**config.mk**
```make
export PLATFORM = sky130hd
export DESIGN_NAME = vga_rect_fill
export DESIGN_NICKNAME = d
export VERILOG_FILES = /design/src/rtl/vga_fb_pkg.sv /design/src/rtl/rect_scan_counter.sv /design/src/rtl/vga_rect_fill.sv
export SDC_FILE = /design/constraint.sdc
export NUM_CORES = 1
export LEC_CHECK = 0
export ABC_AREA = 1
export BUFFER_PORTS_ARGS = -buffer_cell sky130_fd_sc_hd__clkbuf_2
export CAP_MARGIN = 10
export CORE_ASPECT_RATIO = 1.5
export CORE_MARGIN = 4
export CORE_UTILIZATION = 30
export DETAILED_ROUTE_END_ITERATION = 16
export PLACE_DENSITY = 0.49
export SLEW_MARGIN = 20
export SYNTH_ARGS = -nofsm -noshare
export SYNTH_HDL_FRONTEND = slang
export SYNTH_SLANG_ARGS = --single-unit
```
**constraint.sdc**
```tcl
create_clock -name CLK -period 2.5 [get_ports CLK]
set_input_delay 0.25 -clock CLK [delete_from_list [all_inputs] [get_ports CLK]]
set_output_delay 0.25 -clock CLK [all_outputs]
set_load 0.05 [all_outputs]
```
**src/rtl/vga_fb_pkg.sv**
```systemverilog
// Shared constants and types for the 80x60 framebuffer rectangle-fill engine.
package vga_fb_pkg;

  localparam int FB_W = 80;
  localparam int FB_H = 60;

  localparam logic [31:0] OFF_XY    = 32'h0000_0000;
  localparam logic [31:0] OFF_WH    = 32'h0000_0004;
  localparam logic [31:0] OFF_COLOR = 32'h0000_0008;
  localparam logic [31:0] OFF_CTRL  = 32'h0000_000C;

  typedef struct packed {
    logic [5:0] y;
    logic [6:0] x;
  } fb_addr_t;

  typedef enum logic [1:0] {
    ST_IDLE = 2'd0,
    ST_FILL = 2'd1,
    ST_FIN  = 2'd2
  } fsm_state_t;

endpackage

```
**src/rtl/rect_scan_counter.sv**
```systemverilog
// Row-major pixel walker: latches the clipped rectangle bounds at load and
// steps one pixel per enabled cycle, flagging the final pixel.
module rect_scan_counter
  import vga_fb_pkg::*;
(
  input  logic       CLK,
  input  logic       RST_N,
  input  logic       load,
  input  logic       step,
  input  logic [6:0] x0,
  input  logic [5:0] y0,
  input  logic [6:0] xe,
  input  logic [5:0] ye,
  output fb_addr_t   addr,
  output logic       last
);

  logic [6:0] x0_r;
  logic [6:0] xe_r;
  logic [6:0] cx_r;
  logic [5:0] ye_r;
  logic [5:0] cy_r;

  // bounds capture and x/y stepping with wrap to x0 at the row end
  always_ff @(posedge CLK or negedge RST_N) begin
    if (!RST_N) begin
      x0_r <= 7'd0;
      xe_r <= 7'd0;
      ye_r <= 6'd0;
      cx_r <= 7'd0;
      cy_r <= 6'd0;
    end else if (load) begin
      x0_r <= x0;
      xe_r <= xe;
      ye_r <= ye;
      cx_r <= x0;
      cy_r <= y0;
    end else if (step) begin
      if (cx_r == xe_r) begin
        cx_r <= x0_r;
        cy_r <= cy_r + 6'd1;
      end else begin
        cx_r <= cx_r + 7'd1;
      end
    end
  end

  assign addr = {cy_r, cx_r};
  assign last = (cx_r == xe_r) && (cy_r == ye_r);

endmodule

```
**src/rtl/vga_rect_fill.sv**
```systemverilog
// IOBUS-mapped rectangle fill engine; arbitrates CPU single-pixel writes
// against the fill and drives the framebuffer write port with registered outputs.
module vga_rect_fill
  import vga_fb_pkg::*;
#(
  parameter logic [31:0] BASE_AD = 32'h11000180
) (
  input  logic        CLK,
  input  logic        RST_N,
  input  logic [31:0] IO_ADDR,
  input  logic [31:0] IO_WDATA,
  input  logic        IO_WR,
  output logic [31:0] IO_RDATA,
  output logic        IO_RSEL,
  input  logic [12:0] PIX_WA,
  input  logic [7:0]  PIX_WD,
  input  logic        PIX_WE,
  output logic [12:0] FB_WA,
  output logic [7:0]  FB_WD,
  output logic        FB_WE,
  output logic        BUSY,
  output logic        DONE
);

  fsm_state_t state_r, state_s;
  logic wr_xy_s, wr_wh_s, wr_col_s, wr_ctrl_s, start_s, clr_s;
  logic [6:0] x0_r;
  logic [5:0] y0_r;
  logic [7:0] w_r;
  logic [6:0] h_r;
  logic [7:0] col_r;
  logic [7:0] col_wk_r;
  logic [8:0] x_sum_s, x_lim_s;
  logic [7:0] y_sum_s, y_lim_s;
  logic [6:0] xe_s;
  logic [5:0] ye_s;
  logic empty_s, load_s, step_s, last_s, drop_evt_s, drop_r;
  fb_addr_t scan_addr_s, fb_wa_s, fb_wa_r;
  logic [7:0] fb_wd_s, fb_wd_r;
  logic fb_we_s, fb_we_r, busy_s, busy_r, done_s, done_r;
  logic unused_wdata_s;

  assign wr_xy_s   = IO_WR && (IO_ADDR == BASE_AD + OFF_XY);
  assign wr_wh_s   = IO_WR && (IO_ADDR == BASE_AD + OFF_WH);
  assign wr_col_s  = IO_WR && (IO_ADDR == BASE_AD + OFF_COLOR);
  assign wr_ctrl_s = IO_WR && (IO_ADDR == BASE_AD + OFF_CTRL);
  assign start_s   = wr_ctrl_s && IO_WDATA[0];
  assign clr_s     = wr_ctrl_s && IO_WDATA[1];
  assign unused_wdata_s = ^IO_WDATA[31:15];

  assign IO_RSEL  = (IO_ADDR == BASE_AD + OFF_CTRL);
  assign IO_RDATA = IO_RSEL ? {30'd0, drop_r, busy_r} : 32'd0;

  // shadow configuration registers, writable at any time
  always_ff @(posedge CLK or negedge RST_N) begin
    if (!RST_N) begin
      x0_r  <= 7'd0;
      y0_r  <= 6'd0;
      w_r   <= 8'd0;
      h_r   <= 7'd0;
      col_r <= 8'd0;
    end else begin
      if (wr_xy_s) begin
        x0_r <= IO_WDATA[6:0];
        y0_r <= IO_WDATA[13:8];
      end
      if (wr_wh_s) begin
        w_r <= IO_WDATA[7:0];
        h_r <= IO_WDATA[14:8];
      end
      if (wr_col_s) begin
        col_r <= IO_WDATA[7:0];
      end
    end
  end

  // clipped inclusive end coordinates; sums are widened so x0+w cannot wrap
  always_comb begin
    x_sum_s = {2'b00, x0_r} + {1'b0, w_r};
    y_sum_s = {2'b00, y0_r} + {1'b0, h_r};
    if (x_sum_s > 9'(FB_W)) begin
      x_lim_s = 9'(FB_W);
    end else begin
      x_lim_s = x_sum_s;
    end
    if (y_sum_s > 8'(FB_H)) begin
      y_lim_s = 8'(FB_H);
    end else begin
      y_lim_s = y_sum_s;
    end
    xe_s    = 7'(x_lim_s - 9'd1);
    ye_s    = 6'(y_lim_s - 8'd1);
    empty_s = (w_r == 8'd0) || (h_r == 7'd0) ||
              (x0_r >= 7'(FB_W)) || (y0_r >= 6'(FB_H));
  end

  assign load_s     = (state_r == ST_IDLE) && start_s && !empty_s;
  assign step_s     = (state_r == ST_FILL);
  assign drop_evt_s = PIX_WE && (state_r != ST_IDLE);

  rect_scan_counter u_scan (
    .CLK   (CLK),
    .RST_N (RST_N),
    .load  (load_s),
    .step  (step_s),
    .x0    (x0_r),
    .y0    (y0_r),
    .xe    (xe_s),
    .ye    (ye_s),
    .addr  (scan_addr_s),
    .last  (last_s)
  );

  // FSM state register
  always_ff @(posedge CLK or negedge RST_N) begin
    if (!RST_N) begin
      state_r <= ST_IDLE;
    end else begin
      state_r <= state_s;
    end
  end

  // FSM next-state logic
  always_comb begin
    state_s = state_r;
    case (state_r)
      ST_IDLE: begin
        if (start_s) begin
          state_s = empty_s ? ST_FIN : ST_FILL;
        end else begin
          state_s = ST_IDLE;
        end
      end
      ST_FILL: begin
        if (last_s) begin
          state_s = ST_FIN;
        end else begin
          state_s = ST_FILL;
        end
      end
      ST_FIN:  state_s = ST_IDLE;
      default: state_s = ST_IDLE;
    endcase
  end

  // FSM output decode feeding the output registers; CPU pixels pass only when idle
  always_comb begin
    fb_we_s = 1'b0;
    fb_wa_s = '0;
    fb_wd_s = 8'd0;
    busy_s  = 1'b0;
    done_s  = 1'b0;
    case (state_r)
      ST_IDLE: begin
        if (PIX_WE) begin
          fb_we_s = 1'b1;
          fb_wa_s = PIX_WA;
          fb_wd_s = PIX_WD;
        end else begin
          fb_we_s = 1'b0;
        end
      end
      ST_FILL: begin
        fb_we_s = 1'b1;
        fb_wa_s = scan_addr_s;
        fb_wd_s = col_wk_r;
        busy_s  = 1'b1;
      end
      ST_FIN:  done_s = 1'b1;
      default: done_s = 1'b0;
    endcase
  end

  // registered outputs, working colour and sticky drop flag (set beats clear)
  always_ff @(posedge CLK or negedge RST_N) begin
    if (!RST_N) begin
      fb_we_r  <= 1'b0;
      fb_wa_r  <= '0;
      fb_wd_r  <= 8'd0;
      busy_r   <= 1'b0;
      done_r   <= 1'b0;
      drop_r   <= 1'b0;
      col_wk_r <= 8'd0;
    end else begin
      fb_we_r <= fb_we_s;
      fb_wa_r <= fb_wa_s;
      fb_wd_r <= fb_wd_s;
      busy_r  <= busy_s;
      done_r  <= done_s;
      if (drop_evt_s) begin
        drop_r <= 1'b1;
      end else if (clr_s) begin
        drop_r <= 1'b0;
      end
      if (load_s) begin
        col_wk_r <= col_r;
      end
    end
  end

  assign FB_WE = fb_we_r;
  assign FB_WA = fb_wa_r;
  assign FB_WD = fb_wd_r;
  assign BUSY  = busy_r;
  assign DONE  = done_r;

endmodule
```
==> impl_metrics.yaml <==
yosys:
  ys_ff_latch: 104
  synth_top_family_by_area: "simple AND/OR/NAND/NOR gates"
  yosys.area.top_type_share_pct: 42.8
  synth_mux_area_share_pct: 0.185
  synthesis.area_mm2: 0.00609
  synth_simple_gate_area_share_pct: 28.9
  synth-compound-area-share_pct: 9.78
  syn_inst: 790
  ys_async_sr_fraction_pct: 100
  synth_xor_xnor_area_share_pct: 2.73
  synth_top_cell_by_area: "dfrtp_1"
  synthTopCellsByArea: "dfrtp_1, nand2_1, nand3_1, inv_1, o21ai_0"
  ys_seq_area_share_pct: 42.8
  synth-edff-count: 0
  syn_area_per_cell_um2: 7.71
  ys.flop_type: "dfrtp_1"
  ys_types: 41
  ys_warn_count: 0
  synthAdderAreaFrac_pct: 4.15
drt:
  drt_pass1_iterations: 5
  viasPerCell: 4.48
  wirelength_um: 15700
  route.detailed.drc: 0
  vias: 5386
  wl_per_cell_um: 13.1
  ant_nets: 0
  drt_iter0_drc: 322
cts:
  cts-htree-levels: 3
  clk_path_buf_depth: 2
  clock_latency_ns: 0.36
  clock-root-buffer: "clkbuf_16"
  clkTransAtPathRegs_ns: 0.08
  numCtsBuffers: 9
  cts_tree: "built"
  cts.sinks: 104
timing:
  hold_viol: 0
  finalSetupViolations: 2
  drv_slew: 0
  slew_headroom_pct: 50.9
  rsz0062_at_grt: "yes"
  fin_crit_ns: 2.60
  timing.fmax_mhz: 384
  fin_ws_ns: -0.103
  worstMarginPinSlew_ns: 0.737
  clock_skew_ns: 0.00813
  fin_crit_sh_pct: 104
placed_design:
  finalWeightedCongestion: 0.798
  dp_hpwl_um: 12300
  placed_area_mm2: 0.00707
  dpl_worst_slack_ns: -0.177
  io_buffers: 98
  dp_cells: 1173
worst_setup_path:
  worstSetupEndpointType: "register"
  criticalPathCategory: "reg2reg"
  critPathRequiredTime_ns: 2.75
  cp_max_fo: 3
  start_kind: "register"
  worstPathArrival_ns: 2.85
die:
  num_rows: 63
  die-area_mm2: 0.0227
  die_h_um: 182
  die_w_um: 124
  io_pins: 146
  core_area_mm2: 0.0199
  initial_core_util_pct: 30.6
pwr:
  totalPowerFinal_w: 0.00340
  p_per_area_mw_per_mm2: 451
  peakVddDrop_v: 0.000313
  p_leak_nw: 4.01
run:
  max_cap_viol_count: 0
global_route:
  antenna_found_initial: 0
  grt_start_max_net_pins: 56
  track_usage_pct: 14.1
  grt_pass1_wl_um: 26400
  grt_pass1_vias: 5333
  grt_overflow: 0
hold_path:
  hp-class: "in2reg"
final_layout:
  final_common_cell: "nand2_1"
  fillers: 2167
  area_delta_synth_final_pct: 23.9
  layout_common_cells: "nand2_1, dfrtp_1, clkbuf_2, inv_1, nand3_1"
  antenna_cells: 0
  final_core_util_pct: 38.0
  drive_above_1_share_pct: 25.1
  fin_area_mm2: 0.00754
  nets: 1044
  final_cells: 1201
status:
  status: "finished, violations left"
  violations: "setup timing"
## stage by stage
step	TNS (ns)	hold WS, ns
5_1_grt	-0.571	0.135
6_report	-0.157	0.127
4_1_cts	-0.137	0.122
2_1_floorplan	-0.0277	-0.0456
3_3_place_gp	-0.206	0.351
3_5_place_dp	-0.297	0.346
## worst max-delay path, cell delays in order (launching register included)
cell and delay [ns]:
dfrtp_1 0.36, ha_2 0.20, inv_2 0.04, fa_2 0.55, nand2_2 0.06, nor2_4 0.12, nand3_2 0.09, nand2_2 0.08
nand2_2 0.07, nand2_4 0.07, nand2_4 0.05, or2_4 0.24, ha_4 0.16, nand4_1 0.12, nor2_2 0.06, nand4_1 0.06
nand2_1 0.05, nand3_1 0.06, nand2_1 0.05
## power by group
group | switching (W) | internal, W
Clock | 0.000669 | 0.000685
Combinational | 0.000266 | 0.0000785
Sequential | 0.00000423 | 0.00170
Total | 0.000939 | 0.00246
## cell type report
cell class	instances	area, um^2	share of cell area (%)
clock buffers	9	225	2.99
clock inverters	7	53.8	0.714
inverters	99	372	4.93
multi-input cells	566	3020	40.0
flip-flops and latches	104	2600	34.5
well taps	260	325	4.31
repair buffers	156	943	12.5
## cell usage after synthesis (all sizes together) (2+ instances only)
master,instances
nor3b,2
o31ai,2
dfrtp,104
nand4,19
or2,3
nor3,14
nor4,2
nor2,65
ha,17
buf,37
a21oi,11
clkbuf,13
xor2,12
inv,99
o21ai,67
nand2,213
o211ai,8
a32o,11
nand3b,3
xnor2,7
nand3,74
fa,2
## routing by layer
metal | GRT usage [%] | vias up | wire (um)
li1 | - | 2810 | -
met1 | 17.5 | 2425 | 6890
met3 | 2.14 | 12 | 843
met5 | 0 | - | 0
met2 | 25.1 | 139 | 7780
met4 | 4.74 | 0 | 218
## cell families after synthesis
group                      after synthesis
muxes                                    1
adders and majority gates               19
and+or+nand+nor                        396
DFF                                    104
other                                    1
buffers and inverters                  149
xor gates and xnor gates                19
AOI/OAI and AO/OA                      101
## final timing paths
kind,from,end,slack [ns],cells past startpoint
max in group asynchronous,RST_N,col_r[6]$_DFFE_PN0P_,1.27,3
max,x0_r[0]$_DFFE_PN0P_,u_scan.xe_r[6]$_DFFE_PN0P_,-0.10,18
max reg2reg,x0_r[0]$_DFFE_PN0P_,u_scan.xe_r[6]$_DFFE_PN0P_,-0.10,18
min,PIX_WA[3],FB_WA[3]$_DFF_PN0_,0.13,3
min reg2reg,u_scan.x0_r[0]$_DFFE_PN0P_,u_scan.x0_r[0]$_DFFE_PN0P_,0.48,2
min in group asynchronous,RST_N,FB_WA[4]$_DFF_PN0_,0.47,2
## registers in the layout (all words and copies together), names as in the netlist
name	count
BUSY	1
DONE	1
FB_WA	13
FB_WD	8
FB_WE	1
col_r	8
col_wk_r	8
drop_r	1
h_r	7
state_r	2
u_scan.cx_r	7
u_scan.cy_r	6
u_scan.x0_r	7
u_scan.xe_r	7
u_scan.ye_r	6
w_r	8
x0_r	7
y0_r	6
## what timing repair did
item / in CTS / in global routing
resized for setup: 5 / 29
buffers inserted: 7 / 4
hold buffers: 1 / 0
pin swaps: 2 / 16
endpoints found under the setup margin: 3 / 8
cloned: 0 / 0
endpoints found under the hold margin: 51 / 0
(Power assumes the default switching activity.)
